<file path="config.mk">
export PLATFORM = sky130hd
export DESIGN_NAME = controller_debouncer
export DESIGN_NICKNAME = d
export VERILOG_FILES = /design/src/rtl/controller_pkg.sv /design/src/rtl/debounce_channel.sv /design/src/rtl/controller_debouncer.sv
export SDC_FILE = /design/constraint.sdc
export NUM_CORES = 1
export LEC_CHECK = 0
export BUFFER_PORTS_ARGS = -buffer_cell sky130_fd_sc_hd__buf_2
export CAP_MARGIN = 10
export CORE_MARGIN = 2
export CORE_UTILIZATION = 62
export CTS_CLUSTER_DIAMETER = 80
export CTS_CLUSTER_SIZE = 24
export DETAILED_ROUTE_END_ITERATION = 8
export HOLD_SLACK_MARGIN = 0.02
export PLACE_DENSITY = 0.79
export SYNTH_ARGS = -nofsm -noshare
export SYNTH_HDL_FRONTEND = slang
export SYNTH_SLANG_ARGS = --single-unit
</file>
<file path="constraint.sdc">
create_clock -name clk -period 2.85 [get_ports clk]
set_input_delay 0.57 -clock clk [delete_from_list [all_inputs] [get_ports clk]]
set_output_delay 0.57 -clock clk [all_outputs]
set_load 0.01 [all_outputs]
</file>
<file path="src/rtl/controller_pkg.sv">
// Shared constants for the breadboard controller front end: button indices,
// default debounce length and the released level of each button polarity.
package controller_pkg;

    localparam int BTN_LEFT   = 0;
    localparam int BTN_RIGHT  = 1;
    localparam int BTN_UP     = 2;
    localparam int BTN_DOWN   = 3;
    localparam int BTN_ATTACK = 4;
    localparam int BTN_SHIELD = 5;
    localparam int NUM_BTNS   = 6;

    // 10 ms at 100 MHz
    localparam int DEBOUNCE_DEFAULT = 1_000_000;

    localparam logic REL_ACTIVE_LOW  = 1'b1;
    localparam logic REL_ACTIVE_HIGH = 1'b0;

endpackage

</file>
<file path="src/rtl/debounce_channel.sv">
// One button channel: synchroniser chain into clk, then a stability counter that
// only accepts a new level after DEBOUNCE_CYCLES consecutive differing samples.
module debounce_channel
    import controller_pkg::*;
#(
    parameter int   SYNC_STAGES     = 2,
    parameter int   DEBOUNCE_CYCLES = DEBOUNCE_DEFAULT,
    parameter int   CNT_W           = 20,
    parameter logic RELEASED_LEVEL  = REL_ACTIVE_LOW
) (
    input  logic clk,
    input  logic reset,
    input  logic raw,
    output logic level,
    output logic level_next
);

    localparam logic [CNT_W-1:0] CNT_LAST = CNT_W'(DEBOUNCE_CYCLES - 1);

    logic [SYNC_STAGES-1:0] sync_q;
    logic                   sync_s;
    logic [CNT_W-1:0]       cnt_q, cnt_d;
    logic                   level_q, level_d;

    assign sync_s = sync_q[SYNC_STAGES-1];

    // NOTE: every flop here, sync chain included, is reset to the released level so
    // no phantom press can leak out of reset; state uses <= so all flops update together.
    always_ff @(posedge clk) begin
        if (reset) begin
            sync_q  <= {SYNC_STAGES{RELEASED_LEVEL}};
            cnt_q   <= '0;
            level_q <= RELEASED_LEVEL;
        end else begin
            sync_q  <= {sync_q[SYNC_STAGES-2:0], raw};
            cnt_q   <= cnt_d;
            level_q <= level_d;
        end
    end

    // NOTE: defaults first so every path assigns cnt_d/level_d and no latch is inferred.
    always_comb begin
        cnt_d   = cnt_q;
        level_d = level_q;
        if (sync_s == level_q) begin
            cnt_d = '0;
        end else if (cnt_q == CNT_LAST) begin
            cnt_d   = '0;
            level_d = sync_s;
        end else begin
            cnt_d = cnt_q + 1'b1;
        end
    end

    assign level      = level_q;
    assign level_next = level_d;

endmodule

</file>
<file path="src/rtl/controller_debouncer.sv">
// Six debounced controller buttons plus registered press strobes for attack/shield.
// Direction outputs stay active-low, attack/shield stay active-high.
module controller_debouncer
    import controller_pkg::*;
#(
    parameter int SYNC_STAGES     = 2,
    parameter int DEBOUNCE_CYCLES = DEBOUNCE_DEFAULT,
    parameter int CNT_W           = 20
) (
    input  logic clk,
    input  logic reset,
    input  logic left_l_raw,
    input  logic right_l_raw,
    input  logic up_l_raw,
    input  logic down_l_raw,
    input  logic attack_raw,
    input  logic shield_raw,
    output logic left_l,
    output logic right_l,
    output logic up_l,
    output logic down_l,
    output logic attack,
    output logic shield,
    output logic attack_pulse,
    output logic shield_pulse
);

    logic [NUM_BTNS-1:0] raw_vec;
    logic [NUM_BTNS-1:0] level;
    logic [NUM_BTNS-1:0] level_next;
    logic                attack_pulse_q;
    logic                shield_pulse_q;
    logic                unused_dir_next;

    assign raw_vec[BTN_LEFT]   = left_l_raw;
    assign raw_vec[BTN_RIGHT]  = right_l_raw;
    assign raw_vec[BTN_UP]     = up_l_raw;
    assign raw_vec[BTN_DOWN]   = down_l_raw;
    assign raw_vec[BTN_ATTACK] = attack_raw;
    assign raw_vec[BTN_SHIELD] = shield_raw;

    for (genvar i = 0; i < NUM_BTNS; i++) begin : g_chan
        debounce_channel #(
            .SYNC_STAGES    (SYNC_STAGES),
            .DEBOUNCE_CYCLES(DEBOUNCE_CYCLES),
            .CNT_W          (CNT_W),
            .RELEASED_LEVEL ((i >= BTN_ATTACK) ? REL_ACTIVE_HIGH : REL_ACTIVE_LOW)
        ) u_chan (
            .clk       (clk),
            .reset     (reset),
            .raw       (raw_vec[i]),
            .level     (level[i]),
            .level_next(level_next[i])
        );
    end

    // Strobes come from the next-state level so they line up with the first cycle
    // the debounced output reads 1, while still being driven straight from a flop.
    always_ff @(posedge clk) begin
        if (reset) begin
            attack_pulse_q <= 1'b0;
            shield_pulse_q <= 1'b0;
        end else begin
            attack_pulse_q <= level_next[BTN_ATTACK] & ~level[BTN_ATTACK];
            shield_pulse_q <= level_next[BTN_SHIELD] & ~level[BTN_SHIELD];
        end
    end

    assign unused_dir_next = ^level_next[BTN_DOWN:BTN_LEFT];

    assign left_l       = level[BTN_LEFT];
    assign right_l      = level[BTN_RIGHT];
    assign up_l         = level[BTN_UP];
    assign down_l       = level[BTN_DOWN];
    assign attack       = level[BTN_ATTACK];
    assign shield       = level[BTN_SHIELD];
    assign attack_pulse = attack_pulse_q;
    assign shield_pulse = shield_pulse_q;

endmodule

</file>
==> impl_metrics.tcl, run 1 <==
set metrics [dict create \
    critPathRequiredTime_ns 3.27 \
    grt_pass1_vias 4681 \
    synthMuxAreaShare 0 \
    endpoint "g_chan[0].u_chan.cnt_q[19]" \
    startpoint "g_chan[0].u_chan.cnt_q[9]" \
    synth_xor_area_frac 0.107 \
    rr_endpoint "g_chan[0].u_chan.cnt_q[19]" \
    fin_area_sq_um 6890 \
    num_antenna_cells 0 \
    yosysTopAreaCellShare 0.455 \
    multiInputGateArea_sq_um 3140 \
    p_sw_uw 805 \
    die-area_sq_um 10700 \
    fin_ws_ns 0.712 \
    rsz0062_at_grt "false" \
    synthFlopType "dfxtp_1" \
    synth_area_leaders "dfxtp_1 46%, xnor2_1 6.8%, nor2_1 5.6%, nand3_1 3.9%, xor2_1 3.8%" \
    num_rows 36 \
    worstSetupStartpointType "flop" \
    syn_area_sq_um 6160 \
    num_vias 4954 \
    switching_share 0.194 \
    setup_violations 0 \
    grt_use_total 0.233 \
    fin_util 0.711 \
    die_w_um 104 \
    critPathBufInv 1 \
    dp.cells 830 \
    grt_use_met2 0.400 \
    port_buffers 15 \
    worstPathMaxFanout 20 \
    ioPinCount 16 \
    seq_power_share 0.476 \
    slew_viol_final 0 \
    hold_path_class "primary input to flop" \
    yosysWarnings 0 \
    drt_wl_total_um 11700 \
    htree_levels 4 \
    finalNonFillerCells 860 \
    clk_pin_slew_worst_paths_ns 0.06 \
    relSlewSlack 0.650 \
    use_met3 0.0629 \
    yosys.area_share.adder 0.0122 \
    ant_nets 0 \
    synth_edf_count 0 \
    status "finished, final reports clean" \
    cts_tree "yes" \
    reg2reg_from "g_chan[0].u_chan.cnt_q[9]" \
    clockBufferDepth 2 \
    setup_tns_ns 0 \
    synth_simple_gate_area_share 0.297 \
    synth_top_area_cell "dfxtp_1" \
    hpwl_um 7730 \
    max_freq_mhz 468 \
    tightest_slew_ns 0.520 \
    area.growth.synth_to_final_pct 11.9 \
    first_iter_violations 244 \
    overflow 0 \
    syn_area_per_cell_sq_um 8.79 \
    start_util 0.636 \
    fillCellCount 740 \
    clkPwrFrac 0.514 \
    worst_ep_arrival_time_ns 2.55 \
    fp.dieH_um 104 \
    syn_inst 700 \
    placed_area_sq_um 6320 \
    r2r_cells 5 \
    syn_nets 714 \
    leakage_nw 2.06 \
    ys_ff_latch 140 \
    crit_slowest_cell "or4_1" \
    postCtsSetupBuffers 0 \
    grtUsageMet1 0.283 \
    synth_top_family_by_area "simple AND/OR/NAND/NOR gates" \
    holdBufCountCts 0 \
    busiest_layer "met2" \
    yosys-top-cells-count "140 x dfxtp_1, 92 x nor2_1, 48 x nand3_1, 48 x xnor2_1, 40 x a21oi_1" \
    post_cts_resize_count 0 \
    numCtsBuffers 17 \
    power_frac_comb 0.010 \
    period_share 0.750 \
    drt-wirelength-per-cell_um 13.6 \
    finalClockSkew_ns 0.00998 \
    firstDrtPassIters 5 \
    slowest_delay_ns 0.60 \
    synth_compound_area_frac 0.0943 \
    gp_congestion 0.803 \
    grt_pass1_wl_um 20800 \
    layout-drive-gt1-share 0.0977 \
    drc_errors 0 \
    peakVddDrop_mv 0.478 \
    coreArea_sq_um 9680 \
    synth_cell_type_count 45 \
    ff_latch_area_sq_um 2800 \
    pre_cts_slack_ns 0.723 \
    finalHoldViolCount 0 \
    yosysMostFrequentCell "dfxtp_1" \
    min_period_ns 2.14 \
    drv_cap 0 \
    path_class "flop to flop" \
    grt_max_degree 21 \
    synthArstFlopShare 0 \
    worst-path-stages 5 \
    crit_chain "or4bb_1 -> or4_1 -> o211ai_2 -> buf_4 -> a21oi_1" \
    intPower_mw 3.35 \
    cp-end-kind "flop" \
    grt_antenna_before_repair 0 \
    r2r_slack_ns 0.71 \
    crit_family "simple AND/OR/NAND/NOR gates" \
    final_nets 730 \
    vias_per_cell 5.76 \
    insertion_delay_ns 0.54 \
    cts_root_buf "clkbuf_8" \
    pwr_density_cell_nw_per_um2 603 \
    cts_sinks 140 \
    synth.yosys.seq_area_share 0.455 \
]
-- per-layer routing --
layer / wire length (um) / part of all wire
met5: 0 / 0
met4: 146 / 0.012
met3: 441 / 0.038
met2: 5860 / 0.50
met1: 5290 / 0.45
-- sequential cells by signal, summed over array words and instances (netlist names) --
name,flops
g_chan.u_chan.cnt_q,120
g_chan.u_chan.sync_q,12
g_chan.u_chan.level,6
attack_pulse,1
shield_pulse,1
-- power by group through the flow --
| stage | registers (mW) | logic (mW) | clock network (mW) |
|---|---|---|---|
| 2_1_floorplan | 2.02 | 0.0307 | 0 |
| 3_3_place_gp | 2.02 | 0.0397 | 0 |
| 3_5_place_dp | 2.02 | 0.0412 | 0 |
| 4_1_cts | 1.98 | 0.0414 | 2.17 |
| 5_1_grt | 1.98 | 0.0467 | 2.26 |
| 6_report | 1.98 | 0.0411 | 2.14 |
-- final cells by class --
cell class | instances | share of cell area
multi-input cells | 512 | 0.456
inverters | 25 | 0.0136
well taps | 133 | 0.0242
clock inverters | 8 | 0.0171
flip-flops and latches | 140 | 0.407
clock buffers | 22 | 0.0657
repair buffers | 20 | 0.0163
-- worst min path at each step --
stage / slack (ns) / end / start / cells after the start
after floorplan: 0.39 / g_chan[0].u_chan.sync_q[1] / g_chan[0].u_chan.sync_q[0] / 1
after global placement: 0.40 / g_chan[3].u_chan.sync_q[1] / g_chan[3].u_chan.sync_q[0] / 1
after detailed placement: 0.39 / g_chan[3].u_chan.sync_q[1] / g_chan[3].u_chan.sync_q[0] / 1
after CTS: 0.20 / g_chan[2].u_chan.sync_q[0] / up_l_raw / 2
after global routing: 0.22 / g_chan[1].u_chan.sync_q[0] / right_l_raw / 2
final: 0.21 / g_chan[2].u_chan.sync_q[0] / up_l_raw / 2
-- cell families after synthesis --
family	Yosys count
AND/OR/NAND/NOR	335
flip-flops	140
AO/OA/AOI/OAI	96
XOR/XNOR	75
buffers and inverters	48
adder cells (fa/ha/maj)	6
-- layout by cell type, fill, tap and decap left out, types with 5 or more instances in the layout --
cell type,n
inv_1,25
or4b_1,5
buf_4,5
clkbuf_16,16
ha_1,6
nor4_1,17
xor2_1,27
nor2_1,92
buf_2,15
and4_1,7
o31ai_1,14
or3_1,29
and2_1,6
o21ai_0,30
or4_1,23
or2_2,12
nand3_1,48
nor3_1,11
a21oi_1,40
dfxtp_1,140
nand2_1,34
xnor2_1,48
nand4_1,19
and3_1,9
-- through the flow --
stage | hold slack, ns | total power [mW]
after floorplan | 0.389 | 2.05
after global placement | 0.396 | 2.06
after detailed placement | 0.395 | 2.06
after CTS | 0.201 | 4.18
after global routing | 0.215 | 4.29
final | 0.212 | 4.15
(Power assumes the default switching activity.)
==> run 2, diff against run 1 <==
Clock period 2.85 ns to 2 ns, I/O delays scaled along.
==> impl_metrics.tcl, run 2 (synthesis results as in run 1) <==
set metrics [dict create \
    status "finished, violations left" \
    violations "setup timing" \
    slowest_delay_ns 0.57 \
    area.growth.synth_to_final_pct 21.7 \
    whs_path_depth 2 \
    multiInputGateArea_sq_um 3240 \
    min-delay-start "down_l_raw" \
    overflow 0 \
    num_antenna_cells 0 \
    numCtsBuffers 17 \
    setup_violations 25 \
    ff_latch_area_sq_um 2810 \
    final_common_cell "dfxtp_1" \
    cts_tree "yes" \
    highest_layer "met4" \
    fp.dieH_um 104 \
    firstDrtPassIters 4 \
    die_w_um 104 \
    clockBufferDepth 2 \
    power_frac_comb 0.012 \
    grt_max_degree 21 \
    met1_length_um 5630 \
    r2r_cells 5 \
    pwr_density_cell_nw_per_um2 845 \
    seq_power_share 0.444 \
    ioPinCount 16 \
    ant_nets 0 \
    min_period_ns 2.02 \
    drc_errors 0 \
    fin_ws_ns -0.0232 \
    switching_share 0.188 \
    postCtsSetupBuffers 0 \
    finalClockSkew_ns 0.00519 \
    met3_length_um 421 \
    final_nets 779 \
    critPathRequiredTime_ns 2.40 \
    peakVddDrop_mv 0.667 \
    num_rows 36 \
    layout-drive-gt1-share 0.189 \
    first_iter_violations 218 \
    finalHoldViolCount 0 \
    intPower_mw 5.14 \
    max_freq_mhz 494 \
    crit_family "simple AND/OR/NAND/NOR gates" \
    largest_reg_flops 120 \
    crit_chain "or4bb_1 -> or4_4 -> o211ai_4 -> buf_6 -> a21oi_2" \
    reg2reg_from "g_chan[0].u_chan.cnt_q[14]" \
    drt_wl_total_um 13000 \
    setup_tns_ns -0.182 \
    cts_sinks 140 \
    cp-end-kind "flop" \
    die-area_sq_um 10700 \
    hpwl_um 8630 \
    vias_per_cell 5.71 \
    clk_pin_slew_worst_paths_ns 0.06 \
    drv_cap 0 \
    hold_path_class "primary input to flop" \
    rr_endpoint "g_chan[0].u_chan.cnt_q[19]" \
    coreArea_sq_um 9680 \
    tightest_slew_ns 0.525 \
    gp_congestion 0.857 \
    start_util 0.636 \
    worst_ep_arrival_time_ns 2.43 \
    clkPwrFrac 0.543 \
    power_mw 6.33 \
    p_sw_mw 1.19 \
    final_cell_mix "137 x dfxtp_1, 83 x nor2_1, 48 x nand3_1, 48 x xnor2_1, 48 x buf_4" \
    worstPathMaxFanout 7 \
    period_share 1.01 \
    hold_end "g_chan[3].u_chan.sync_q[0]" \
    fillCellCount 664 \
    r2r_slack_ns -0.02 \
    worstSetupStartpointType "flop" \
    drt-wirelength-per-cell_um 14.3 \
    leakage_nw 2.37 \
    num_vias 5197 \
    route.met2.wl_um 6740 \
    crit_slowest_cell "or4_4" \
    grt_antenna_before_repair 0 \
    grt_pass1_wl_um 22300 \
    slew_viol_final 0 \
    grt_use_total 0.250 \
    holdBufCountCts 0 \
    top_register "g_chan.u_chan.cnt_q" \
    port_buffers 15 \
    cts_root_buf "clkbuf_8" \
    path_class "flop to flop" \
    insertion_delay_ns 0.53 \
    grt_pass1_vias 5093 \
    relSlewSlack 0.645 \
    rsz0062_at_grt "true" \
    critPathBufInv 1 \
    htree_levels 4 \
]
==> run 2: through the flow <==
step            util  cell area (sq um)  setup slack (ns)  hold slack (ns)  std cells
6_report       0.774               7490           -0.0232           0.0585        910
5_1_grt        0.774               7490           -0.0860           0.0403        910
4_1_cts        0.762               7380          -0.00856           0.0346        909
3_5_place_dp   0.694               6720           0.00610            0.404        878
3_3_place_gp   0.694               6720            0.0450            0.398        878
2_1_floorplan      -               6160            0.0347            0.389        700
==> run 2: power by group through the flow <==
stage	logic [mW]	clock network, mW	registers [mW]
floorplan	0.0437	0	2.87
global placement	0.0705	0	2.87
detailed placement	0.0726	0	2.87
CTS	0.0734	3.49	2.81
global route	0.0861	3.61	2.81
finish	0.0787	3.44	2.81
==> run 2: cell type report <==
type	instances	share of cell area
repair buffers	69	0.0707
flip-flops and latches	140	0.375
clock buffers	20	0.0581
inverters	25	0.0125
well taps	133	0.0222
clock inverters	11	0.0289
multi-input cells	512	0.433
==> run 2: repair_timing <==
item | 4_1_cts | 5_1_grt
resized for setup | 4 | 30
cloned | 0 | 1
setup endpoints to repair | 4 | 73
pin swaps | 0 | 8
==> run 2: per-layer routing <==
layer / global-route usage / vias up
li1: - / 2621
met1: 0.285 / 2474
met2: 0.451 / 82
met3: 0.0598 / 20
met4: 0.0985 / 0
met5: 0 / -
==> run 2: worst max path at each step <==
stage | start | end | slack, ns | cells past startpoint
floorplan | g_chan[5].u_chan.cnt_q[6] | g_chan[5].u_chan.cnt_q[11] | 0.03 | 5
global placement | g_chan[1].u_chan.cnt_q[11] | g_chan[1].u_chan.cnt_q[9] | 0.04 | 5
detailed placement | g_chan[2].u_chan.cnt_q[10] | g_chan[2].u_chan.cnt_q[11] | 0.006 | 5
CTS | g_chan[2].u_chan.cnt_q[10] | g_chan[2].u_chan.cnt_q[11] | -0.009 | 5
global route | g_chan[2].u_chan.cnt_q[10] | g_chan[2].u_chan.cnt_q[16] | -0.09 | 5
finish | g_chan[0].u_chan.cnt_q[14] | g_chan[0].u_chan.cnt_q[19] | -0.02 | 5
==> run 3, diff against run 2 <==
Settings changed: CORE_ASPECT_RATIO from default to 1.4.
==> impl_metrics.tcl, run 3 (synthesis results as in run 1) <==
set metrics [dict create \
    p_sw_mw 1.18 \
    coreArea_sq_um 9790 \
    clk_pin_slew_worst_paths_ns 0.06 \
    power_mw 5.97 \
    switching_share 0.198 \
    peakVddDrop_mv 0.689 \
    port_buffers 15 \
    placed_area_sq_um 6710 \
    slew_viol_final 0 \
    worstSetupStartpointType "flop" \
    grt_pass1_vias 5186 \
    ant_nets 0 \
    clockBufferDepth 2 \
    drt_wl_total_um 13000 \
    leakage_nw 2.33 \
    drt-wirelength-per-cell_um 14.3 \
    rsz0062_at_grt "true" \
    start_util 0.629 \
    cp-end-kind "flop" \
    path_class "flop to flop" \
    top_register "g_chan.u_chan.cnt_q" \
    grt_use_total 0.256 \
    hold_path_class "primary input to flop" \
    insertion_delay_ns 0.43 \
    pwr_density_cell_nw_per_um2 815 \
    max_freq_mhz 502 \
    numCtsBuffers 17 \
    grt_max_degree 21 \
    dp.cells 879 \
    area.growth.synth_to_final_pct 18.9 \
    worstPathMaxFanout 20 \
    firstDrtPassIters 5 \
    grt_antenna_before_repair 0 \
    finalNonFillerCells 910 \
    critPathRequiredTime_ns 2.30 \
    holdBufCountCts 0 \
    setup_violations 0 \
    ioPinCount 16 \
    relSlewSlack 0.682 \
    cts_sinks 140 \
    worst_ep_arrival_time_ns 2.29 \
    drc_errors 0 \
    finalClockSkew_ns 0.00556 \
    layout-drive-gt1-share 0.161 \
    final_common_cell "dfxtp_1" \
    postCtsSetupBuffers 0 \
    htree_levels 4 \
    die_w_um 88.2 \
    fp.dieH_um 122 \
    drv_cap 0 \
    intPower_mw 4.79 \
    status "finished, final reports clean" \
    hpwl_um 8940 \
    fin_area_sq_um 7320 \
    finalHoldViolCount 0 \
    cts_root_buf "clkbuf_16" \
    num_rows 43 \
    gp_congestion 0.850 \
    clkPwrFrac 0.516 \
    cts_tree "yes" \
    tightest_slew_ns 0.470 \
    num_antenna_cells 0 \
    final_nets 777 \
    first_iter_violations 243 \
    num_vias 5222 \
    largest_reg_flops 120 \
    fin_util 0.747 \
    period_share 0.995 \
    overflow 0 \
    power_frac_comb 0.012 \
    min_period_ns 1.99 \
    die-area_sq_um 10800 \
    seq_power_share 0.471 \
    grt_pass1_wl_um 21800 \
    final_cell_mix "140 x dfxtp_1, 92 x nor2_1, 48 x nand3_1, 48 x xnor2_1, 48 x buf_4" \
    vias_per_cell 5.74 \
]
-- run 3: cell types whose count changed in the layout (fill, tap and decap cells not counted), sizes merged --
cell      before  now
buf           69   67
bufinv         6    2
clkinvlp       3    1
clkinv         2    4
clkbuf        20   24
-- run 3: final cells by class --
cell class | count | area, sq um
flip-flops and latches | 140 | 2800
fillers | 703 | 2470
clock buffers | 24 | 492
repair buffers | 67 | 507
clock inverters | 7 | 87.6
inverters | 25 | 93.8
well taps | 135 | 169
multi-input cells | 512 | 3170
-- run 3: critical path, cell delays in order, from the launching register on --
cell	delay (ns)
dfxtp_1	0.30
or4b_1	0.51
or4_4	0.53
o211ai_1	0.22
buf_6	0.22
a21oi_1	0.07
-- run 3: timing repair --
action	in CTS	in global routing
setup endpoints to repair	20	62
hold endpoints to repair	0	0
pin swaps	0	1
gates resized for setup	3	4
-- run 3: worst paths after layout --
kind                                    from                    endpoint  slack [ns]  cells past startpoint
setup reg to reg  g_chan[2].u_chan.cnt_q[10]  g_chan[2].u_chan.cnt_q[17]       0.009                      5
hold / removal                      up_l_raw  g_chan[2].u_chan.sync_q[0]        0.15                      2
setup / recovery  g_chan[2].u_chan.cnt_q[10]  g_chan[2].u_chan.cnt_q[17]       0.009                      5
hold reg to reg   g_chan[0].u_chan.sync_q[0]  g_chan[0].u_chan.sync_q[1]        0.41                      1
-- run 3: metrics by stage --
stage	TNS (ns)	setup slack, ns	hold slack, ns
detailed placement	-0.0972	-0.0134	0.399
finish	0	0.00901	0.153
global placement	0	0.0633	0.398
CTS	0	0.00506	0.146
global route	-1.53	-0.0737	0.158
floorplan	0	0.0347	0.389
-- run 3: routing by layer --
layer  share of wire  routed length [um]  global-route usage
met1            0.40                5230               0.259
met2            0.54                7060               0.477
met3           0.032                 419              0.0684
met4           0.021                 273               0.114
met5               0                   0                   0
-- run 3: power groups by stage --
stage / logic, mW / registers (mW) / clock network [mW]
5_1_grt: 0.0798 / 2.81 / 3.23
4_1_cts: 0.0731 / 2.81 / 3.13
3_3_place_gp: 0.0685 / 2.87 / 0
2_1_floorplan: 0.0437 / 2.87 / 0
3_5_place_dp: 0.0718 / 2.87 / 0
6_report: 0.0729 / 2.81 / 3.08
